$ cat src/rtl/branch_resolve_ctrl.sv
// Execute-stage branch resolution: decides taken/not-taken, checks the fetch
// prediction, sequences redirect + flush, and owns the bimodal predictor table.
module branch_resolve_ctrl #(
    parameter int AWIDTH       = 32,
    parameter int DWIDTH       = 32,
    parameter int BHT_ENTRIES  = 16,
    parameter int FLUSH_CYCLES = 2
) (
    input  logic              clk,
    input  logic              reset,
    input  logic              br_valid_i,
    output logic              br_ready_o,
    input  logic [6:0]        opcode_i,
    input  logic [2:0]        funct3_i,
    input  logic [AWIDTH-1:0] pc_i,
    input  logic [DWIDTH-1:0] imm_i,
    input  logic [DWIDTH-1:0] rs1_i,
    input  logic              breq_i,
    input  logic              brlt_i,
    input  logic              pred_taken_i,
    input  logic [AWIDTH-1:0] fetch_pc_i,
    output logic              pred_taken_o,
    output logic              redirect_o,
    output logic [AWIDTH-1:0] redirect_pc_o,
    output logic              flush_o,
    output logic [31:0]       mispred_cnt_o
);
    localparam int IDXW = (BHT_ENTRIES > 1) ? $clog2(BHT_ENTRIES) : 1;
    localparam int CW   = (FLUSH_CYCLES > 1) ? $clog2(FLUSH_CYCLES) : 1;
    localparam logic [CW-1:0] FLUSH_INIT = (FLUSH_CYCLES > 0) ? CW'(FLUSH_CYCLES - 1) : '0;

    localparam logic [6:0] OP_BRANCH = 7'b1100011;
    localparam logic [6:0] OP_JAL    = 7'b1101111;
    localparam logic [6:0] OP_JALR   = 7'b1100111;

    typedef enum logic [1:0] {IDLE, REDIRECT, FLUSH} state_t;

    state_t            state_reg;
    logic [CW-1:0]     flush_cnt_reg;
    logic              redirect_reg;
    logic              flush_reg;
    logic [AWIDTH-1:0] redirect_pc_reg;
    logic [31:0]       mispred_cnt_reg;

    logic              is_branch, is_jal, is_jalr;
    logic              br_cond, taken, mispred, accept, bht_upd;
    logic [AWIDTH-1:0] imm_a, rs1_a, jalr_sum, target, correct_pc;
    logic [IDXW-1:0]   upd_idx, fetch_idx;

    logic [1:0] bht_reg  [BHT_ENTRIES];
    logic [1:0] bht_next [BHT_ENTRIES];

    logic unused_fetch_bits;
    assign unused_fetch_bits = ^{fetch_pc_i[AWIDTH-1:IDXW+2], fetch_pc_i[1:0]};

    assign imm_a = imm_i[AWIDTH-1:0];
    assign rs1_a = rs1_i[AWIDTH-1:0];

    assign is_branch = (opcode_i == OP_BRANCH);
    assign is_jal    = (opcode_i == OP_JAL);
    assign is_jalr   = (opcode_i == OP_JALR);

    always_comb begin
        br_cond = 1'b0;
        case (funct3_i)
            3'b000:          br_cond = breq_i;
            3'b001:          br_cond = !breq_i;
            3'b100, 3'b110:  br_cond = brlt_i;
            3'b101, 3'b111:  br_cond = !brlt_i;
            default:         br_cond = 1'b0;
        endcase
    end

    assign taken      = is_branch ? br_cond : (is_jal || is_jalr);
    assign jalr_sum   = rs1_a + imm_a;
    assign target     = is_jalr ? {jalr_sum[AWIDTH-1:1], 1'b0} : (pc_i + imm_a);
    assign correct_pc = taken ? target : (pc_i + AWIDTH'(4));

    // JALR has no target prediction, so it always costs a redirect.
    assign mispred = is_branch ? (taken != pred_taken_i)
                   : is_jal    ? !pred_taken_i
                   : is_jalr;

    assign br_ready_o = (state_reg == IDLE) && !reset;
    assign accept     = br_valid_i && br_ready_o;
    assign bht_upd    = accept && is_branch && (funct3_i[2:1] != 2'b01);

    assign upd_idx   = pc_i[IDXW+1:2];
    assign fetch_idx = fetch_pc_i[IDXW+1:2];

    generate
        for (genvar gi = 0; gi < BHT_ENTRIES; gi++) begin : g_bht
            logic [1:0] cur;
            logic       hit;
            assign cur = bht_reg[gi];
            assign hit = bht_upd && (upd_idx == IDXW'(gi));
            assign bht_next[gi] = !hit    ? cur
                                : br_cond ? ((cur == 2'b11) ? cur : cur + 2'd1)
                                :           ((cur == 2'b00) ? cur : cur - 2'd1);
        end
    endgenerate

    // Lookup reads the registered table, so a same-cycle update is seen next cycle.
    assign pred_taken_o = bht_reg[fetch_idx][1];

    always_ff @(posedge clk) begin
        if (reset) begin
            for (int i = 0; i < BHT_ENTRIES; i++) begin
                bht_reg[i] <= 2'b01;
            end
        end else begin
            bht_reg <= bht_next;
        end
    end

    always_ff @(posedge clk) begin
        if (reset) begin
            state_reg       <= IDLE;
            flush_cnt_reg   <= '0;
            redirect_reg    <= 1'b0;
            flush_reg       <= 1'b0;
            redirect_pc_reg <= '0;
            mispred_cnt_reg <= '0;
        end else begin
            case (state_reg)
                IDLE: begin
                    if (accept && mispred) begin
                        redirect_pc_reg <= correct_pc;
                        mispred_cnt_reg <= mispred_cnt_reg + 32'd1;
                        redirect_reg    <= 1'b1;
                        flush_reg       <= 1'b1;
                        state_reg       <= REDIRECT;
                    end
                end
                REDIRECT: begin
                    redirect_reg <= 1'b0;
                    if (FLUSH_CYCLES == 0) begin
                        flush_reg <= 1'b0;
                        state_reg <= IDLE;
                    end else begin
                        flush_cnt_reg <= FLUSH_INIT;
                        state_reg     <= FLUSH;
                    end
                end
                FLUSH: begin
                    if (flush_cnt_reg == '0) begin
                        flush_reg <= 1'b0;
                        state_reg <= IDLE;
                    end else begin
                        flush_cnt_reg <= flush_cnt_reg - CW'(1);
                    end
                end
                default: begin
                    redirect_reg <= 1'b0;
                    flush_reg    <= 1'b0;
                    state_reg    <= IDLE;
                end
            endcase
        end
    end

    assign redirect_o    = redirect_reg;
    assign flush_o       = flush_reg;
    assign redirect_pc_o = redirect_pc_reg;
    assign mispred_cnt_o = mispred_cnt_reg;
endmodule

$ cat config.mk
export PLATFORM = sky130hd
export DESIGN_NAME = branch_resolve_ctrl
export DESIGN_NICKNAME = d
export VERILOG_FILES = /design/src/rtl/branch_resolve_ctrl.sv
export SDC_FILE = /design/constraint.sdc
export NUM_CORES = 1
export LEC_CHECK = 0
export ABC_AREA = 0
export CAP_MARGIN = 20
export CORE_MARGIN = 2
export CORE_UTILIZATION = 47
export CTS_BUF_LIST = sky130_fd_sc_hd__clkbuf_8
export DETAILED_ROUTE_END_ITERATION = 8
export PLACE_DENSITY = 0.81
export REMOVE_ABC_BUFFERS = 1
export SYNTH_ARGS = -nofsm -noshare
export SYNTH_HDL_FRONTEND = slang
export SYNTH_SLANG_ARGS = --single-unit
export TNS_END_PERCENT = 10
$ cat constraint.sdc
create_clock -name clk -period 3.1 [get_ports clk]
set_input_delay 0.62 -clock clk [delete_from_list [all_inputs] [get_ports clk]]
set_output_delay 0.62 -clock clk [all_outputs]
set_load 0.05 [all_outputs]
==> results of run 1 <==
## cell usage in the layout, fill, tap and decap left out, types with 10 or more instances in the layout
master / Yosys / layout
buf_4: 1 / 235
ha_4: 0 / 22
clkbuf_8: 0 / 10
dlymetal6s2s_1: 0 / 17
clkdlybuf4s50_1: 0 / 135
and2_1: 20 / 20
xor2_1: 58 / 58
nor2b_1: 11 / 10
and3_1: 17 / 17
xnor2_1: 47 / 45
o311ai_0: 17 / 17
o21ai_0: 93 / 82
nand3_1: 49 / 47
a21o_1: 30 / 30
nand2_1: 84 / 82
o21bai_1: 11 / 11
o211ai_1: 11 / 11
nor2_1: 122 / 118
dfxtp_1: 101 / 101
a21oi_2: 1 / 12
nor3_1: 13 / 13
ha_1: 69 / 45
or3_1: 13 / 13
nand4_1: 21 / 21
a21oi_1: 108 / 95
inv_1: 22 / 24
dlygate4sd2_1: 0 / 17
a211oi_1: 25 / 22
## path summary, 6_finish.rpt
check / from / to / slack, ns / cells past startpoint
setup / recovery: rs1_i[6] / redirect_pc_o[29] / -0.02 / 13
hold / removal: redirect_pc_o[11] / redirect_pc_o[11] / 0.47 / 2
setup reg to reg: state_reg[0] / mispred_cnt_o[8] / 0.81 / 9
hold reg to reg: redirect_pc_o[11] / redirect_pc_o[11] / 0.47 / 2
## cell families after synthesis
kind of cell / Yosys count / synth area share [%]
XOR/XNOR: 105 / 10.8
adder cells (fa/ha/maj): 71 / 10.6
flip-flops: 101 / 23.7
buffers and inverters: 68 / 3.08
AND/OR/NAND/NOR: 384 / 22.1
AO/OA/AOI/OAI: 367 / 27.8
multiplexers: 10 / 1.92
## routing by layer
metal	wire length [microns]	GRT usage, %	vias to the layer above
met5	0	0	-
met4	1640	13.7	0
met3	2160	3.35	132
met2	15200	48.7	569
met1	12800	37.0	4893
li1	-	-	4844
## worst register-to-register path, cell delays in order, from the launching register on
cell and delay, ns:
dfxtp_1 0.34, inv_1 0.09, ha_1 0.21, nor2b_1 0.17, and3_1 0.26, and4b_1 0.28, buf_4 0.16, nand3_1 0.18
or3_1 0.40, a21oi_1 0.14
## power breakdown
group | internal, mW | leakage [nW] | total (mW) | switching, mW
Combinational | 0.780 | 4.52 | 1.57 | 0.794
Sequential | 1.30 | 0.814 | 1.30 | 0.00183
Clock | 0.306 | 0.0984 | 0.759 | 0.453
Total | 2.38 | 5.44 | 3.63 | 1.25
## cell type report
cell class              instances  area share (%)
clock buffers                  10            1.05
multi-input cells             937            52.3
repair buffers                423            28.1
clock inverters                 6           0.240
well taps                     229            2.19
inverters                      22           0.633
flip-flops and latches        101            15.5
## metrics by stage
stage               setup slack, ns  TNS (ns)
global route                -0.0715    -0.266
CTS                        -0.00147  -0.00147
global placement             -0.718    -10.59
floorplan                    -0.999    -19.38
finish                      -0.0209   -0.0400
detailed placement           -0.765    -12.03
## what timing repair did
action | 4_1_cts | 5_1_grt
hold buffers | 0 | 0
setup endpoints to repair | 18 | 13
cloned | 0 | 0
gates resized for setup | 78 | 84
buffers inserted | 5 | 8
pin swaps | 41 | 55
==> impl_metrics.env, run 1 <==
export IMPL_status="finished with violations"
export IMPL_violations="negative setup slack"
export IMPL_synthesis_area_sq_um=8520
export IMPL_num_fill_cells=1326
export IMPL_setup_slack_ns=-0.0209
export IMPL_required_ns=3.31
export IMPL_yosys_most_used_dff="dfxtp_1"
export IMPL_ios=212
export IMPL_ys_top_cells_by_area="dfxtp_1 24%, ha_1 10%, a21oi_1 6.3%, xor2_1 6.0%, o21ai_0 5.5%"
export IMPL_finClkSkew_ns=0.0147
export IMPL_dr_pass1_iters=5
export IMPL_cp_start_kind="input pin"
export IMPL_final_area_sq_um=13100
export IMPL_design_power_total_mw=3.63
export IMPL_core_area_sq_um=17900
export IMPL_synth_top_cell_area_share_pct=23.7
export IMPL_grt_pass1_wl_mm=46.1
export IMPL_drtIter0Drc=994
export IMPL_critPathBufInv=2
export IMPL_grt_pass1_vias=9513
export IMPL_port_buffers=183
export IMPL_fin_crit_sh_pct=101
export IMPL_start_util_pct=47.6
export IMPL_die_h_microns=139
export IMPL_fin_util_pct=72.9
export IMPL_rsz0062_at_grt="yes"
export IMPL_die_area_sq_um=19200
export IMPL_synth_edf_count=0
export IMPL_setup_viol=2
export IMPL_clkTransAtPathRegs_ns=0.10
export IMPL_maxSlewViolCount=0
export IMPL_leakagePower_nw=5.44
export IMPL_yosys_register_bits=101
export IMPL_viasPerCell=6.04
export IMPL_final_seq_area_sq_um=2020
export IMPL_cts_root_buffer="clkbuf_8"
export IMPL_placedCellCount=1699
export IMPL_path_max_fanout=4
export IMPL_cap_viol_max_count=0
export IMPL_place_congestion=0.943
export IMPL_ys_types=81
export IMPL_routedWlPerCell_microns=18.4
export IMPL_holdWs_ns=0.466
export IMPL_yosysMostFrequentCell="nor2_1"
export IMPL_syn_avg_cell_area_sq_um=7.71
export IMPL_dp_hpwl_mm=22.4
export IMPL_min_period_ns=3.12
export IMPL_antenna_found_initial=0
export IMPL_worstMarginPinSlew_ns=0.865
export IMPL_area_growth_pct=53.2
export IMPL_cellPowerDensity_nw_per_um2=278
export IMPL_clockBufferDepth=2
export IMPL_cts_tree="built"
export IMPL_clkLatencyLatePin_ns=0.37
export IMPL_critical_path_top_delay_family="compound AO/OA/AOI/OAI gates"
export IMPL_wl_mm=31.8
export IMPL_synth_warnings=0
export IMPL_htree_levels=3
export IMPL_cts_buffers=9
export IMPL_place_area_sq_um=12200
export IMPL_slew_headroom_pct=42.3
export IMPL_yosysTopAreaCell="dfxtp_1"
export IMPL_cts_sinks=101
export IMPL_synth_cells=1106
export IMPL_end_kind="flop"
export IMPL_critical_path_class="input pin to flop"
export IMPL_drive_gt1_share_pct=24.7
export IMPL_grt_max_degree=79
export IMPL_synthTopCellsByCount="122 x nor2_1, 108 x a21oi_1, 101 x dfxtp_1, 93 x o21ai_0, 84 x nand2_1"
export IMPL_core_rowCount=49
export IMPL_multi_input_area_sq_um=6830
export IMPL_crit_path_max_incr_delay_ns=0.50
export IMPL_vias=10438
export IMPL_ir_drop_mv=0.192
export IMPL_path_cells="clkdlybuf4s50_1 -> ha_4 -> a21oi_2 -> nand2_1 -> o2bb2ai_4 -> a2111oi_4 -> buf_4 -> o21ai_4 -> and4_1 -> a211oi_2 -> o21ai_1 -> xnor2_1 -> a221oi_1"
export IMPL_finalHoldViolations=0
export IMPL_grt_usage_pct=28.9
export IMPL_arrival_ns=3.33
export IMPL_async_flop_share_pct=0
export IMPL_final_cells=1728
export IMPL_drtAntennaViolNets=0
export IMPL_grt_overflow_total=0
export IMPL_diodes=0
export IMPL_ys_seq_area_share_pct=23.7
export IMPL_worstHoldPathType="flop to flop"
export IMPL_final_nets=1709
export IMPL_chipWidth_microns=139
export IMPL_cp_slowest_cell="clkdlybuf4s50_1"
export IMPL_drcViolationCount=0
export IMPL_timing_fmax_ghz=0.320
(Power assumes the default switching activity.)
==> run 2, diff against run 1 <==
Settings changed: PLACE_DENSITY 0.81 to not set, PLACE_DENSITY_LB_ADDON set to 0.15.
==> run 2 against run 1 <==
  * The run still ends with negative setup slack left
  * Count of clock-buffer cells in the layout is 1 lower
  * Largest cell class unchanged
  * Highest routed layer unchanged
  * Global-route usage is 1.0 points lower
  * Clock power is 44% higher
  * Fmax is 0.13% lower
  * Cell area is 0.32% higher
  * Register-to-register slack worse by 0.08 ns
  * First-iteration DRC count is 29% lower
  * Routed wire length is 11% lower
  * Via count is 5.9% lower
  * Critical path depth is 1 lower
  * Core utilization is 0.23 points higher
  * Final cell count is 0.46% higher
==> impl_metrics.env, run 2 (synthesized netlist as in run 1, its figures left out) <==
export IMPL_clockBufferDepth=2
export IMPL_setup_viol=2
export IMPL_diodes=0
export IMPL_final_nets=1717
export IMPL_vias=9823
export IMPL_cp_start_kind="input pin"
export IMPL_maxSlewViolCount=0
export IMPL_core_area_sq_um=17900
export IMPL_grt_max_degree=56
export IMPL_place_congestion=0.904
export IMPL_antenna_found_initial=0
export IMPL_worstMarginPinSlew_ns=0.615
export IMPL_hp_start="redirect_pc_o[3]"
export IMPL_final_area_sq_um=13100
export IMPL_place_ws_ns=-0.792
export IMPL_fin_setup_tns_ns=-0.0295
export IMPL_hold_path_end="redirect_pc_o[3]"
export IMPL_cellPowerDensity_nw_per_um2=296
export IMPL_leakagePower_nw=5.44
export IMPL_fin_util_pct=73.1
export IMPL_r2r_setup_slack_ns=0.73
export IMPL_min_period_ns=3.12
export IMPL_path_max_fanout=5
export IMPL_chipWidth_microns=139
export IMPL_start_util_pct=47.6
export IMPL_rsz0062_at_grt="yes"
export IMPL_clkLatencyLatePin_ns=0.37
export IMPL_grt_pass1_vias=9140
export IMPL_status="finished with violations"
export IMPL_r2r_start="state_reg[0]"
export IMPL_finClkSkew_ns=0.0118
export IMPL_final_cell_mix="240 x buf_4, 145 x clkdlybuf4s50_1, 121 x nor2_1, 101 x dfxtp_1, 97 x a21oi_1"
export IMPL_violations="negative setup slack"
export IMPL_setup_slack_ns=-0.0249
export IMPL_worstHoldPathType="flop to flop"
export IMPL_timing_fmax_ghz=0.320
export IMPL_cts_root_buffer="clkbuf_8"
export IMPL_holdPathStages=2
export IMPL_end_kind="flop"
export IMPL_r2r_end="mispred_cnt_o[29]"
export IMPL_die_area_sq_um=19200
export IMPL_core_rowCount=49
export IMPL_drtAntennaViolNets=0
export IMPL_r2r_cells=11
export IMPL_drcViolationCount=0
export IMPL_htree_levels=3
export IMPL_place_area_sq_um=12300
export IMPL_die_h_microns=139
export IMPL_fin_crit_sh_pct=101
export IMPL_port_buffers=183
export IMPL_final_common_cell="buf_4"
export IMPL_cap_viol_max_count=0
export IMPL_drive_gt1_share_pct=23.8
export IMPL_drtIter0Drc=707
export IMPL_dp_hpwl_mm=21.5
export IMPL_viasPerCell=5.66
export IMPL_grt_overflow_total=0
export IMPL_arrival_ns=3.40
export IMPL_grt_usage_pct=27.9
export IMPL_ir_drop_mv=0.325
export IMPL_postCtsHoldBufs=0
export IMPL_area_growth_pct=53.6
export IMPL_wl_mm=28.2
export IMPL_slew_headroom_pct=59.0
export IMPL_cts_tree="built"
export IMPL_cts_buffers=9
export IMPL_cts_sinks=101
export IMPL_critical_path_class="input pin to flop"
export IMPL_clkTransAtPathRegs_ns=0.10
export IMPL_required_ns=3.37
export IMPL_finalHoldViolations=0
export IMPL_ios=212
export IMPL_routedWlPerCell_microns=16.2
export IMPL_grt_pass1_wl_mm=45.0
export IMPL_dr_pass1_iters=5
## run 2: cell count changes in the layout (fill, tap and decap cells not counted), moves of 3 or more
cell	before	now
buf_4	235	240
ha_1	45	51
o21ai_1	8	5
ha_4	22	15
clkbuf_2	8	4
bufinv_16	0	4
clkinv_2	3	0
nor2_1	118	121
dlygate4sd2_1	17	22
clkdlybuf4s50_1	135	145
dlymetal6s2s_1	17	9
## run 2: layout make-up
type	count	area [sq um]
multi-input combinational	937	6690
fill	1432	4810
timing repair buffer	431	3750
sequential	101	2020
tap	229	287
clock inverter	7	145
clock buffer	9	124
inverter	22	82.6
## run 2: how the worst max path moves through the flow
stage	start	cells after the start	endpoint	slack (ns)
2_1_floorplan	funct3_i[0]	8	redirect_pc_o[23]	-1.0
3_3_place_gp	imm_i[1]	13	redirect_pc_o[31]	-0.75
3_5_place_dp	imm_i[1]	13	redirect_pc_o[31]	-0.79
4_1_cts	imm_i[6]	15	redirect_pc_o[29]	-0.009
5_1_grt	pc_i[1]	12	redirect_pc_o[31]	-0.06
6_report	pc_i[8]	12	redirect_pc_o[30]	-0.02
## run 2: through the flow
stage	cells	hold WS [ns]	total power [mW]
after CTS	1731	0.460	3.81
after floorplan	1060	0.450	1.99
after global routing	1736	0.488	4.06
final	1736	0.461	3.87
after detailed placement	1706	0.447	2.66
after global placement	1706	0.447	2.64
## run 2: report_power, final
part	leakage (nW)	switching [mW]	internal [mW]	total [mW]
logic	4.49	0.712	0.766	1.48
clock network	0.130	0.471	0.622	1.09
registers	0.814	0.00182	1.30	1.30
## run 2: timing repair
item	in CTS	in global routing
setup endpoints to repair	19	16
gates cloned	0	0
pin swaps	43	33
buffers inserted	9	6
resized for setup	73	47
## run 2: metal layers
metal | global-route usage [%] | routed length, microns | up-vias
li1 | - | - | 4857
met1 | 38.9 | 13000 | 4586
met2 | 46.3 | 13200 | 338
met3 | 2.69 | 1370 | 42
met4 | 7.34 | 615 | 0
met5 | 0 | 0 | -
## run 2: critical path, stage by stage
cell and delay (ns):
clkdlybuf4s50_1 0.60, ha_4 0.26, nand2_1 0.14, o22ai_1 0.10, nor3_2 0.25, a21oi_2 0.10
or3_4 0.40, a31oi_4 0.17, a311oi_1 0.14, or3_1 0.39, a21oi_2 0.16, o21ai_1 0.07
